--- src/rtl/dbg_meas_ctrl.sv ---
// dbg_meas_ctrl: host-programmed edge-count measurement controller.
// Counts clock cycles spanning N rising edges of an asynchronous input,
// driving clear/gate pulses to an external debug counter.
// Optional feature: define DBG_MEAS_TIMEOUT_EN to enable the ARM/MEAS timeout.
`timescale 1ns/1ps
module dbg_meas_ctrl #(
  parameter int WE_WIDTH = 8,
  parameter int RE_WIDTH = 8,
  parameter int C_CYC_WH = 16,
  parameter int TO_WH    = 12
) (
  input  logic                CLK,
  input  logic                RST_N,
  input  logic [WE_WIDTH-1:0] iWE_BIT,
  input  logic [RE_WIDTH-1:0] iRE_BIT,
  input  logic [7:0]          iDATA,
  output logic [7:0]          oRD,
  input  logic                iSIG,
  output logic                oCLR,
  output logic                oGATE,
  output logic                oBUSY,
  output logic                oDONE
);

  typedef enum logic [2:0] {S_IDLE, S_CLR, S_ARM, S_MEAS, S_DONE} state_t;

  state_t              state_q, state_d;
  logic                sync1_q, sync1_d, sync2_q, sync2_d, sync3_q, sync3_d;
  logic                rise_q, rise_d;
  logic [7:0]          n_q, n_d;
  logic [C_CYC_WH-1:0] cyc_q, cyc_d;
  logic [7:0]          ecnt_q, ecnt_d;
  logic                err_q, err_d, ovf_q, ovf_d;
  logic                to_hit, to_flag;
  logic                ctrl_wr, n_wr, start, abort, ack;
  logic [15:0]         cyc_rd;
  logic [7:0]          rd_data;

  // Register strobes are strict one-hot; anything else is not a write.
  assign ctrl_wr = (iWE_BIT == WE_WIDTH'(1));
  assign n_wr    = (iWE_BIT == WE_WIDTH'(2));
  assign start   = ctrl_wr & iDATA[0];
  assign abort   = ctrl_wr & iDATA[1];
  assign ack     = ctrl_wr & iDATA[2];

  // Two-flop synchronizer, history flop and registered single-cycle rise.
  always_comb begin
    sync1_d = iSIG;
    sync2_d = sync1_q;
    sync3_d = sync2_q;
    rise_d  = sync2_q & ~sync3_q;
  end

  // State and result registers.
  always_ff @(posedge CLK) begin
    if (!RST_N) begin
      state_q <= S_IDLE;
      sync1_q <= 1'b0;
      sync2_q <= 1'b0;
      sync3_q <= 1'b0;
      rise_q  <= 1'b0;
      n_q     <= 8'h01;
      cyc_q   <= '0;
      ecnt_q  <= '0;
      err_q   <= 1'b0;
      ovf_q   <= 1'b0;
    end else begin
      state_q <= state_d;
      sync1_q <= sync1_d;
      sync2_q <= sync2_d;
      sync3_q <= sync3_d;
      rise_q  <= rise_d;
      n_q     <= n_d;
      cyc_q   <= cyc_d;
      ecnt_q  <= ecnt_d;
      err_q   <= err_d;
      ovf_q   <= ovf_d;
    end
  end

`ifdef DBG_MEAS_TIMEOUT_EN
  logic [TO_WH-1:0] to_cnt_q, to_cnt_d;
  logic             to_flag_q, to_flag_d;

  // Timeout counter: restarts on ARM entry and on every rise; expiry ends the run.
  always_comb begin
    to_cnt_d  = to_cnt_q;
    to_flag_d = to_flag_q;
    to_hit    = 1'b0;
    if (state_q == S_CLR || rise_q) begin
      to_cnt_d = '0;
    end else if (state_q == S_ARM || state_q == S_MEAS) begin
      to_cnt_d = to_cnt_q + TO_WH'(1);
      to_hit   = (to_cnt_d == {TO_WH{1'b1}});
    end
    if (state_q == S_CLR)     to_flag_d = 1'b0;
    else if (to_hit && !abort) to_flag_d = 1'b1;
  end

  // Timeout registers.
  always_ff @(posedge CLK) begin
    if (!RST_N) begin
      to_cnt_q  <= '0;
      to_flag_q <= 1'b0;
    end else begin
      to_cnt_q  <= to_cnt_d;
      to_flag_q <= to_flag_d;
    end
  end

  assign to_flag = to_flag_q;
`else
  assign to_hit  = 1'b0;
  assign to_flag = 1'b0;
`endif

  // FSM next state and result updates; ABORT pre-empts everything else.
  always_comb begin
    state_d = state_q;
    n_d     = n_q;
    cyc_d   = cyc_q;
    ecnt_d  = ecnt_q;
    err_d   = err_q;
    ovf_d   = ovf_q;
    if (n_wr && state_q == S_IDLE) n_d = iDATA;
    if (abort && state_q != S_IDLE) begin
      state_d = S_IDLE;
    end else begin
      case (state_q)
        S_IDLE: if (start) begin
          if (n_q != 8'h00) begin
            state_d = S_CLR;
            err_d   = 1'b0;
          end else begin
            err_d   = 1'b1;
          end
        end
        S_CLR: begin
          state_d = S_ARM;
          cyc_d   = '0;
          ecnt_d  = '0;
          ovf_d   = 1'b0;
        end
        S_ARM: begin
          // The arming edge only opens the gate; it is not counted.
          if (rise_q)      state_d = S_MEAS;
          else if (to_hit) state_d = S_DONE;
        end
        S_MEAS: begin
          if (cyc_q == {C_CYC_WH{1'b1}}) ovf_d = 1'b1;
          else                           cyc_d = cyc_q + C_CYC_WH'(1);
          if (rise_q) begin
            ecnt_d = ecnt_q + 8'd1;
            if (ecnt_d == n_q) state_d = S_DONE;
          end else if (to_hit) begin
            state_d = S_DONE;
          end
        end
        S_DONE: begin
          if (start) begin
            state_d = S_CLR;
            err_d   = 1'b0;
          end else if (ack) begin
            state_d = S_IDLE;
          end
        end
        default: state_d = S_IDLE;
      endcase
    end
  end

  assign oCLR  = (state_q == S_CLR);
  assign oGATE = (state_q == S_MEAS);
  assign oBUSY = (state_q == S_CLR) || (state_q == S_ARM) || (state_q == S_MEAS);
  assign oDONE = (state_q == S_DONE);

  assign cyc_rd = 16'(cyc_q);

  // Host read mux: exactly one select bit picks a register, anything else reads zero.
  always_comb begin
    rd_data = 8'h00;
    if      (iRE_BIT == RE_WIDTH'(1))  rd_data = {3'b000, to_flag, ovf_q, err_q, oDONE, oBUSY};
    else if (iRE_BIT == RE_WIDTH'(2))  rd_data = n_q;
    else if (iRE_BIT == RE_WIDTH'(4))  rd_data = cyc_rd[7:0];
    else if (iRE_BIT == RE_WIDTH'(8))  rd_data = cyc_rd[15:8];
    else if (iRE_BIT == RE_WIDTH'(16)) rd_data = ecnt_q;
  end

  assign oRD = rd_data;

endmodule

--- config.mk ---
export PLATFORM = sky130hd
export DESIGN_NAME = dbg_meas_ctrl
export DESIGN_NICKNAME = d
export VERILOG_FILES = /design/src/rtl/dbg_meas_ctrl.sv
export SDC_FILE = /design/constraint.sdc
export NUM_CORES = 1
export LEC_CHECK = 0
export BUFFER_PORTS_ARGS = -buffer_cell sky130_fd_sc_hd__buf_2
export CORE_ASPECT_RATIO = 1.25
export CORE_UTILIZATION = 40
export DETAILED_ROUTE_END_ITERATION = 8
export PLACE_DENSITY = 0.67
export SLEW_MARGIN = 20
export SYNTH_ARGS = -nofsm -noshare
export SYNTH_HDL_FRONTEND = slang
export SYNTH_SLANG_ARGS = --single-unit
--- constraint.sdc ---
create_clock -name CLK -period 5.32 [get_ports CLK]
set_input_delay 0.266 -clock CLK [delete_from_list [all_inputs] [get_ports CLK]]
set_output_delay 0.266 -clock CLK [all_outputs]
set_load 0.05 [all_outputs]
# Word level (Yosys, flattened, before mapping)
# Cells that the tools add are included.
# totals
register_bits,41
# op_classes
bitwise,7
reduce_logical,15
muxes,23
n_eq_ne,22
addsub,2
# op_table
operator,n
2-to-1 mux 8 bit,6
one-hot mux 16 bit (2 select lines),1
2-to-1 mux 3 bit,7
adder 16 x 1 -> 16 bit (second input constant),1
equality test 16 bit (second input constant),1
equality test 8 x 1 -> 1 bit (second input constant),2
equality test 8 x 2 -> 1 bit (second input constant),2
2-to-1 mux 16 bit,1
one-hot mux 8 bit (2 select lines),1
one-hot mux 3 bit (5 select lines),1
inequality test 2 x 1 -> 1 bit (second input constant),5
AND reduction 3 bit,3
adder 8 x 1 -> 8 bit (second input constant),1
equality test 8 x 3 -> 1 bit (second input constant),1
equality test 8 x 4 -> 1 bit (second input constant),1
equality test 8 x 5 -> 1 bit (second input constant),1
equality test 8 bit,1
nonzero test 8 bit,1
equality test 3 x 2 -> 1 bit (second input constant),2
inequality test 2 bit (second input constant),3
AND reduction 6 bit,1
bitwise AND 1 bit,4
2-to-1 mux 1 bit,4
one-hot mux 1 bit (2 select lines),2
other kinds (11),16

# Depth between registers and ports, before layout
# Gate-level depths: netlist of the first run.
# depth
depth_word,6
ltp_mapped,8
depth_no_buf,6

# Least setup slack after synthesis of the first run
# Ideal clock, no wire load.
# synth_timing
kind,input to output
from,in iRE_BIT[7]
to,out oRD[0]
setup_slack_ps,2649
required_time_ps,5054
cell_stages,5
arrival_ps,2405
n_path_buf,0
cell_sequence,or4_4 > or3_4 > nor3b_4 > nand2_1 > a31oi_1
# synth_via
elab_chain_cells,6
elab_cells_between_ends,10
cone_classes,5 x eq/ne; 5 x mux
# synth_rtl
element,line_no,text
from (decl),15,"input logic [RE_WIDTH-1:0] iRE_BIT,"
equality test 8 x 5 -> 1 bit,186,else if (iRE_BIT == RE_WIDTH'(16)) rd_data = ecnt_q;
2-to-1 mux 8 bit,186,
2-to-1 mux 8 bit,185,else if (iRE_BIT == RE_WIDTH'(8)) rd_data = cyc_rd[15:8];
2-to-1 mux 8 bit,184,else if (iRE_BIT == RE_WIDTH'(4)) rd_data = cyc_rd[7:0];
2-to-1 mux 8 bit,183,else if (iRE_BIT == RE_WIDTH'(2)) rd_data = n_q;
2-to-1 mux 8 bit (*),182,"if (iRE_BIT == RE_WIDTH'(1)) rd_data = {3'b000, to_flag, ovf_q, err_q, oDONE, oBUSY};"
to (decl),17,"output logic [7:0] oRD,"
# Every way passes the cells marked *; elsewhere a longest branch is shown, timed or not.

# Worst setup path in the final report of the first run
# Ends and elaborated chain as after synthesis.

==> results summary, run 1 <==
The growth of design area from synthesis to finish came out at 12.7%. The xor-xnor portion of the synthesized cell area is 5.30%. The count of standard-cell rows is 32.

The max-slew violation count came to 0. The floorplan die area came out at 0.00694 mm². The number of antenna violations at the first check in global routing was 0.

The TritonCTS buffer count is 5. The data arrival time of the critical path came out at 2.25 ns. The minimum clock period after layout is 2.51 ns. The buffer cell driving the clock tree root is sky130_fd_sc_hd__clkbuf_8.

The y dimension of the die is 92.9 µm. The fraction of the cycle the final worst path needs is 47.3%. The wire length of the first global-routing pass is 11.5 mm. The fraction of the mapped netlist area in simple logic gates came out at 31.7%.

The via count of the first global-routing pass came out at 2388. The clock transition at the registers of the reported paths is 0.09 ns. Across the run, the number of max-cap violations was 0.

Yosys mapped the design onto 65 distinct sky130hd cell types. The share of layout cells above drive strength 1 is 19.1%. The largest individual stage delay along the critical path comes from the cell sky130_fd_sc_hd__or4_4.

The most used flip-flop cell after synthesis is sky130_fd_sc_hd__dfxtp_1. Setup total negative slack on the finished layout was measured at 0 ns. The fraction of the yosys area taken by sequential cells came out at 31.1%. The post-detailed-route DRC marker count came out at 0.

The post-cts hold buffer count is 0. The final routed wirelength across all metal layers came out at 7.02 mm. For the worst-skew pair, the clock arrives at the later sink with an insertion delay of 0.30 ns.

The count of mapped cells out of synthesis came out at 316. The leading area contributor after synthesis is sky130_fd_sc_hd__dfxtp_1. The slew at the pin closest to its max-slew limit is 0.999 ns. The tightest min-delay check is of the in -> reg type.

The number of primary I/O pins came out at 39. The total internal power is 0.513 mW. The run finished with clean final reports. The synthesized net count is 345. The final count of hold timing violations is 0. The logic gate share of total power is 8.6%.

Net switching is 23.1% of the power. Walking the worst path, the cells encountered are buf_2, or4_4, or3_4, nor3b_4, nand2_1, a31oi_1, buf_2. Global routing used 21.5% of the available tracks.

The number of clock sinks came out at 41. The total overflow left after global routing is 0. The core outline area came out at 0.00629 mm². The complex-gate fraction of the synthesized area is 23.0%. In this run, the number of DRC markers left after iteration 0 of detailed routing was 287. In this run the horizontal extent of the chip is 74.7 µm.

The level count of the clock H-tree came out at 2. The delay contributed by the slowest stage of the critical path is 0.54 ns. The dominant combinational cell family by area after synthesis is simple AND/OR/NAND/NOR gates.

Across the VDD grid, the largest voltage drop is 0.121 mV. The quantity of gates resized following cts is 0. The Yosys warning count came out at 0. The proportion of power drawn by the clock network came out at 45.0%. The worst path buffer plus inverter count came out at 2. The top cell type's share of synthesized area came out at 31.1%. TritonCTS built the clock tree. The data required time of the worst path is 5.05 ns. Buffers placed on the I/O ports in this run total 38.

The first-pass iteration count of the detailed router came out at 7. The type of destination of the critical path is a primary output. The number of enable-type register cells in the synthesized netlist came out at 0.

The final setup skew is 0.00719 ns. The wire length per cell came out at 16.3 µm. The via density per instance came out at 6.01.

The proportion of power drawn by flip-flops and latches came out at 46.4%. After clock tree synthesis, the setup repair step added 0 buffers. The relative slew slack is 33.0%. The count of antenna-violating nets left after detailed routing came out at 0.

Once detailed placement completed, the half-perimeter wirelength came to 5.20 mm. The maximum fanout encountered on the critical timing path is 7. The peak clock frequency supported by timing came out at 398 MHz. The count of nets after finishing is 373.

Summing internal, switching and leakage power gives 0.668 mW. Summed over all nets, the switching power comes to 0.155 mW. The critical path is of the in -> out type. The cell that appears most often on the critical path is sky130_fd_sc_hd__buf_2. Setup violations remaining at the end of the flow were counted as 0. Ranked by total cell area, the synthesized netlist is headed by sky130_fd_sc_hd__dfxtp_1, sky130_fd_sc_hd__nor2_1, sky130_fd_sc_hd__xnor2_1. The last weighted congestion value of the routability-driven placer is 0.877. The post-synthesis average cell area is 8.36 µm².

The initial standard-cell utilization of the core came out at 42.0%. The via count of the routed design came out at 2586. The maximum clock insertion buffer count is 2. Setup repair after global routing left no endpoint under its margin. In this run the power density over the cells is 224 mW/mm². Among cell families on the critical path, the largest total delay comes from simple AND/OR/NAND/NOR gates. The worst setup path is launched from an input pin. The area of the mapped netlist is 0.00264 mm².

The maximum number of pins on one net before global-route repair came out at 21. The number of synthesized register bits came out at 41. The fraction of registers with async set/reset came out at 0%. The final antenna diode count is 0. For this design the static power due to leakage is 1.12 nW. The share of synthesized area spent on multiplexers is 3.03%. Of the total synthesized cell area, the portion taken by full adders, half adders and majority gates is 0.947%.
final timing paths:
kind / cells after the start / to / slack (ns) / startpoint
setup reg to reg: 5 / cyc_q[11]$_SDFFE_PN0P_ / 2.86 / state_q[2]$_SDFFE_PP0P_
hold reg to reg: 1 / rise_q$_SDFF_PN0_ / 0.38 / sync3_q$_SDFF_PN0_
setup / recovery: 7 / oRD[0] / 2.81 / iRE_BIT[7]
hold / removal: 2 / sync1_q$_SDFF_PN0_ / 0.17 / iSIG
power groups by stage:
stage	Sequential, mW	Combinational [mW]	Clock (mW)
CTS	0.310	0.0571	0.304
global placement	0.317	0.0558	0
detailed placement	0.317	0.0569	0
floorplan	0.317	0.0334	0
finish	0.310	0.0572	0.301
global route	0.310	0.0625	0.318
logic make-up (layout without fill, tap and decap cells):
logic type,after synthesis,count (layout)
simple gates,145,145
compound gates,78,78
flops,41,41
buf+inv,26,55
xor+xnor,16,16
mux,8,8
fa+ha+maj,2,2
layer usage:
layer	routed length [µm]	vias up	part of all wire, %	GRT usage [%]
li1	-	1245	-	-
met1	2830	1192	40	26.0
met2	3510	123	50	35.7
met3	406	26	5.8	4.35
met4	276	0	3.9	9.59
met5	0	-	0	0
sequential cells by signal, indices dropped and copies added, names as in the netlist:
signal,count
ovf_q,1
sync2_q,1
sync1_q,1
ecnt_q,8
err_q,1
rise_q,1
state_q,3
sync3_q,1
n_q,8
cyc_q,16
worst register-to-register path, stage by stage (launching register included):
cell,delay (ns)
sky130_fd_sc_hd__dfxtp_1,0.41
sky130_fd_sc_hd__nand2b_1,0.25
sky130_fd_sc_hd__a31o_1,0.47
sky130_fd_sc_hd__o21ai_1,0.89
sky130_fd_sc_hd__a311oi_1,0.11
sky130_fd_sc_hd__a41o_1,0.24
cell usage in the layout, fill, tap and decap left out, types with 3 or more instances in the layout:
master	count
sky130_fd_sc_hd__a2111oi_2	6
sky130_fd_sc_hd__a21o_1	3
sky130_fd_sc_hd__a21oi_1	19
sky130_fd_sc_hd__a222oi_1	7
sky130_fd_sc_hd__a22oi_1	3
sky130_fd_sc_hd__a31oi_1	6
sky130_fd_sc_hd__and2_1	9
sky130_fd_sc_hd__and3_1	3
sky130_fd_sc_hd__and4_1	6
sky130_fd_sc_hd__buf_2	38
sky130_fd_sc_hd__clkbuf_8	5
sky130_fd_sc_hd__dfxtp_1	41
sky130_fd_sc_hd__inv_1	6
sky130_fd_sc_hd__mux2i_1	8
sky130_fd_sc_hd__nand2_1	28
sky130_fd_sc_hd__nand2b_1	3
sky130_fd_sc_hd__nand3_1	13
sky130_fd_sc_hd__nand4_1	10
sky130_fd_sc_hd__nor2_1	34
sky130_fd_sc_hd__nor2b_1	3
sky130_fd_sc_hd__nor3_1	7
sky130_fd_sc_hd__o21ai_0	13
sky130_fd_sc_hd__or3_1	6
sky130_fd_sc_hd__or4_1	4
sky130_fd_sc_hd__xnor2_1	13
sky130_fd_sc_hd__xor2_1	3
metrics by stage:
step           hold slack [ns]  setup WS (ns)  instance area [µm²]  utilization (%)  std cells
5_1_grt                  0.169           2.64                 2980             47.4        430
3_5_place_dp             0.372           2.66                 2840             45.2        422
2_1_floorplan            0.367           2.65                 2640                -        316
3_3_place_gp             0.372           2.72                 2840             45.2        422
6_report                 0.170           2.81                 2980             47.4        430
4_1_cts                  0.171           2.83                 2980             47.4        430
layout make-up:
cell class                 instances  area, µm²
clock inverter                     3       65.1
sequential                        41        821
fill                             644       3310
clock buffer                       5       68.8
timing repair buffer              39        198
tap                               85        106
multi-input combinational        249       1690
inverter                           8       30.0
synthesized netlist by cell type, drive strengths merged, types with 5 or more instances:
master / count
nor3: 7
nand4: 10
clkbuf: 10
xnor2: 13
and4: 7
or4: 5
a222oi: 7
nor2: 36
nand2: 28
nand3: 13
a2111oi: 8
mux2i: 8
buf: 8
a21oi: 19
a31oi: 6
inv: 7
dfxtp: 41
and2: 9
o21ai: 14
or3: 7
Power figures use the tool's default switching activity.
==> run 2: changes to the inputs <==
Clock period 5.32 ns to 2.5 ns, I/O delays scaled along.
==> results summary, run 2 (synthesis gave the netlist of run 1 again) <==
The peak-usage layer in the global routing report is met2 (unchanged). The core outline area came out at 0.00629 mm² (unchanged). The worst flop-to-flop path startpoint is ecnt_q[1]$_SDFFE_PN0P_ (was state_q[2]$_SDFFE_PP0P_). The total power draw came out at 1.43 mW (was 0.668 mW). The global routing usage on met2 is 37.2% (was 35.7%). The count of antenna-violating nets left after detailed routing is 0 (unchanged). The number of input and output port buffers inserted was 38 (unchanged). The via count of the routed design came out at 2595 (was 2586). The TritonCTS buffer count came to 5 (unchanged).

The number of maximum-capacitance constraint violations is 0 (unchanged). The power density over cell area is 468 mW/mm² (was 224 mW/mm²). The net switching power figure is 0.331 mW (was 0.155 mW). The leading cell type in the layout, fill and taps excluded is sky130_fd_sc_hd__dfxtp_1 (unchanged). The number of primary I/O pins is 39 (unchanged). The post-detailed-route DRC marker count is 0 (unchanged). The total negative slack came out at 0 ns (unchanged). The max-slew violation count was 0 (unchanged). The growth of design area from synthesis to finish came out at 15.5% (was 12.7%). The maximum clock insertion buffer count came out at 2 (unchanged). The final antenna diode count was 0 (unchanged). The worst-skew pair later-pin latency came to 0.30 ns (about the same). The count of nets after finishing is 382 (was 373). The delay contributed by the slowest stage of the critical path was 0.58 ns (was 0.54 ns). The slew at the pin closest to its max-slew limit is 0.578 ns (was 0.999 ns). The post-cts hold buffer count is 0 (unchanged). Ordered list of cells on the worst path: nand3b_1, a2111oi_0, a21oi_1, a21oi_1, a221o_1, buf_2 (was buf_2, or4_4, or3_4, nor3b_4, nand2_1, a31oi_1, buf_2).

The gate family responsible for the most delay along the worst path was compound AO/OA/AOI/OAI gates (was simple AND/OR/NAND/NOR gates). The data required time of the worst path came to 2.38 ns (was 5.05 ns). Registers with the most flip-flops: cyc_q: 16 flops, ecnt_q: 8 flops, n_q: 8 flops (unchanged).

The number of cells on the worst reg-to-reg path came out at 6 (was 5). The type of the worst setup path was reg -> out (was in -> out). The via density per instance was 5.91 (was 6.01). The quantity of gates resized following cts is 0 (unchanged).

The count of standard-cell rows is 32 (unchanged). The slack of the worst reg-to-reg path came out at 0.40 ns (was 2.86 ns). The total setup buffers inserted after CTS is 0 (unchanged). The data arrival time of the critical path came out at 2.12 ns (was 2.25 ns). The global-route usage over all layers is 21.9% (was 21.5%). The relative slew slack is 60.5% (was 33.0%). The met1 layer usage reported by global route is 27.2% (was 26.0%). The instance count after placement with tap cells included is 431 (was 422). The wire length of the first global-routing pass came to 11.7 mm (was 11.5 mm). The y dimension of the die came out at 92.9 µm (unchanged). The via count of the first global-routing pass was 2419 (was 2388). The switching share of power is 23.2% (was 23.1%). The worst path buffer plus inverter count was 1 (was 2). The number of filler instances in the final layout came out at 639 (was 644).

The share of layout cells above drive strength 1 is 21.5% (was 19.1%). The proportion of power drawn by the clock network was 45.1% (was 45.0%). The initial standard-cell utilization of the core came out at 42.0% (unchanged). The most common cell type on the critical path was sky130_fd_sc_hd__a21oi_1 (was sky130_fd_sc_hd__buf_2).

The first-pass iteration count of the detailed router is 5 (was 7). The fraction of the cycle the final worst path needs is 89.7%. The level count of the clock H-tree is 2 (unchanged).

The width of the chip is 74.7 µm (unchanged). The residual overflow from global routing is 0 (unchanged). The final routed wirelength across all metal layers is 6.95 mm (was 7.02 mm).

The endpoint of the worst setup timing path was oRD[2] (was oRD[0]). The number of clock sinks is 41 (unchanged). The total number of cells along the worst setup path came to 6 (was 7). Leading cell types in the layout, fill and taps excluded: sky130_fd_sc_hd__dfxtp_1, sky130_fd_sc_hd__buf_2, sky130_fd_sc_hd__nor2_1 (unchanged).

The number of antenna violations at the first check in global routing is 0 (unchanged). The total internal power is 1.10 mW (was 0.513 mW). The area of the multi-input gates is 0.00170 mm² (was 0.00169 mm²).

The register cell area after layout is 821 µm² (unchanged). The violation count after the first detailed-routing iteration is 219 (was 287). The final-layout worst hold slack came out at 0.0276 ns (was 0.170 ns). The peak clock frequency supported by timing is 446 MHz. The register bank with the most flops is cyc_q (unchanged). The buffer cell driving the clock tree root is sky130_fd_sc_hd__clkbuf_8 (unchanged). The maximum number of pins on one net before global-route repair came out at 20 (was 21).

The type of origin of the critical path is a register (was input pin). The destination of the worst register-to-register timing path is state_q[1]$_SDFFE_PP0P_ (was cyc_q[11]$_SDFFE_PN0P_). The proportion of power drawn by flip-flops and latches is 46.2% (was 46.4%). The fraction of the core area covered by cells at the end of the flow is 48.5% (was 47.4%). The logic gate share of total power was 8.7% (was 8.6%). The kind of path behind the tightest hold check was in -> reg (unchanged). The maximum fanout encountered on the critical timing path is 8 (was 7). The leakage power summed over all cells is 1.16 nW (was 1.12 nW). The floorplan die area is 0.00694 mm² (unchanged). The worst voltage drop across the vdd grid was 0.226 mV (was 0.121 mV). The post-DP HPWL is 5.20 mm (about the same).

The type of destination of the critical path is a primary output (unchanged). The final count of negative-setup-slack endpoints came out at 0 (unchanged). The clock transition at the registers of the reported paths came out at 0.08 ns (was 0.09 ns).

The final count of hold timing violations is 0 (unchanged). The start point of the critical path is cyc_q[10]$_SDFFE_PN0P_ (was iRE_BIT[7]). The cell at the slowest stage of the critical path is sky130_fd_sc_hd__a2111oi_0 (was sky130_fd_sc_hd__or4_4). The minimum clock period after layout is 2.24 ns. The final setup skew is 0.00202 ns (was 0.00719 ns). The global-route met3 utilization came out at 4.24% (was 4.35%). The CTS tree is done (unchanged). The number of flip-flops under the largest register name was 16 (unchanged). The last weighted congestion value of the routability-driven placer came out at 0.833 (was 0.877).

The post-route non-filler standard cell count came out at 439 (was 430). Setup repair after global routing missed its margin: false (unchanged). The wire length per cell came out at 15.8 µm (was 16.3 µm). Status: complete, no violations (unchanged).
## run 2: changes by cell type in the layout (fill, tap and decap cells not counted), sizes merged
cell,delta
buf,+9
## run 2: worst register-to-register path: cells and delay by family (launching register included)
| kind | cells | cell delay (ns) |
|---|---|---|
| AND/OR/NAND/NOR | 3 | 0.79 |
| adder cells (fa/ha/maj) | 1 | 0.30 |
| AO/OA/AOI/OAI | 2 | 0.48 |
| flip-flops | 1 | 0.47 |
## run 2: power groups by stage
| stage | clock network (mW) | logic [mW] | registers [mW] |
|---|---|---|---|
| global placement | 0 | 0.122 | 0.675 |
| CTS | 0.649 | 0.123 | 0.660 |
| detailed placement | 0 | 0.123 | 0.675 |
| floorplan | 0 | 0.0711 | 0.674 |
| finish | 0.644 | 0.124 | 0.660 |
| global route | 0.680 | 0.135 | 0.661 |
## run 2: final cells by class
cell class	instances	area share [%]
clock inverters	3	2.13
well taps	85	3.49
repair buffers	48	8.69
inverters	8	0.984
multi-input cells	249	55.6
clock buffers	5	2.26
flip-flops and latches	41	26.9
## run 2: through the flow
stage	setup WS [ns]	cell area (µm²)
floorplan	0.229	2650
global placement	0.339	2920
detailed placement	0.326	2920
CTS	0.289	3050
global route	0.148	3050
finish	0.258	3050
## run 2: how the worst min path moves through the flow
stage / end / startpoint / cells past startpoint / slack [ns]
2_1_floorplan: n_q[0]$_SDFFE_PN1P_ / iDATA[0] / 2 / 0.25
3_3_place_gp: sync1_q$_SDFF_PN0_ / iSIG / 2 / 0.34
3_5_place_dp: sync1_q$_SDFF_PN0_ / iSIG / 2 / 0.34
4_1_cts: sync1_q$_SDFF_PN0_ / iSIG / 2 / 0.03
5_1_grt: sync1_q$_SDFF_PN0_ / iSIG / 2 / 0.02
6_report: sync1_q$_SDFF_PN0_ / iSIG / 2 / 0.03
## run 2: metal layers
layer	vias up	share of wire, %	wire (µm)
met1	1226	43	2960
met2	88	50	3470
met3	18	4.8	337
li1	1263	-	-
met4	0	2.7	187
met5	-	0	0
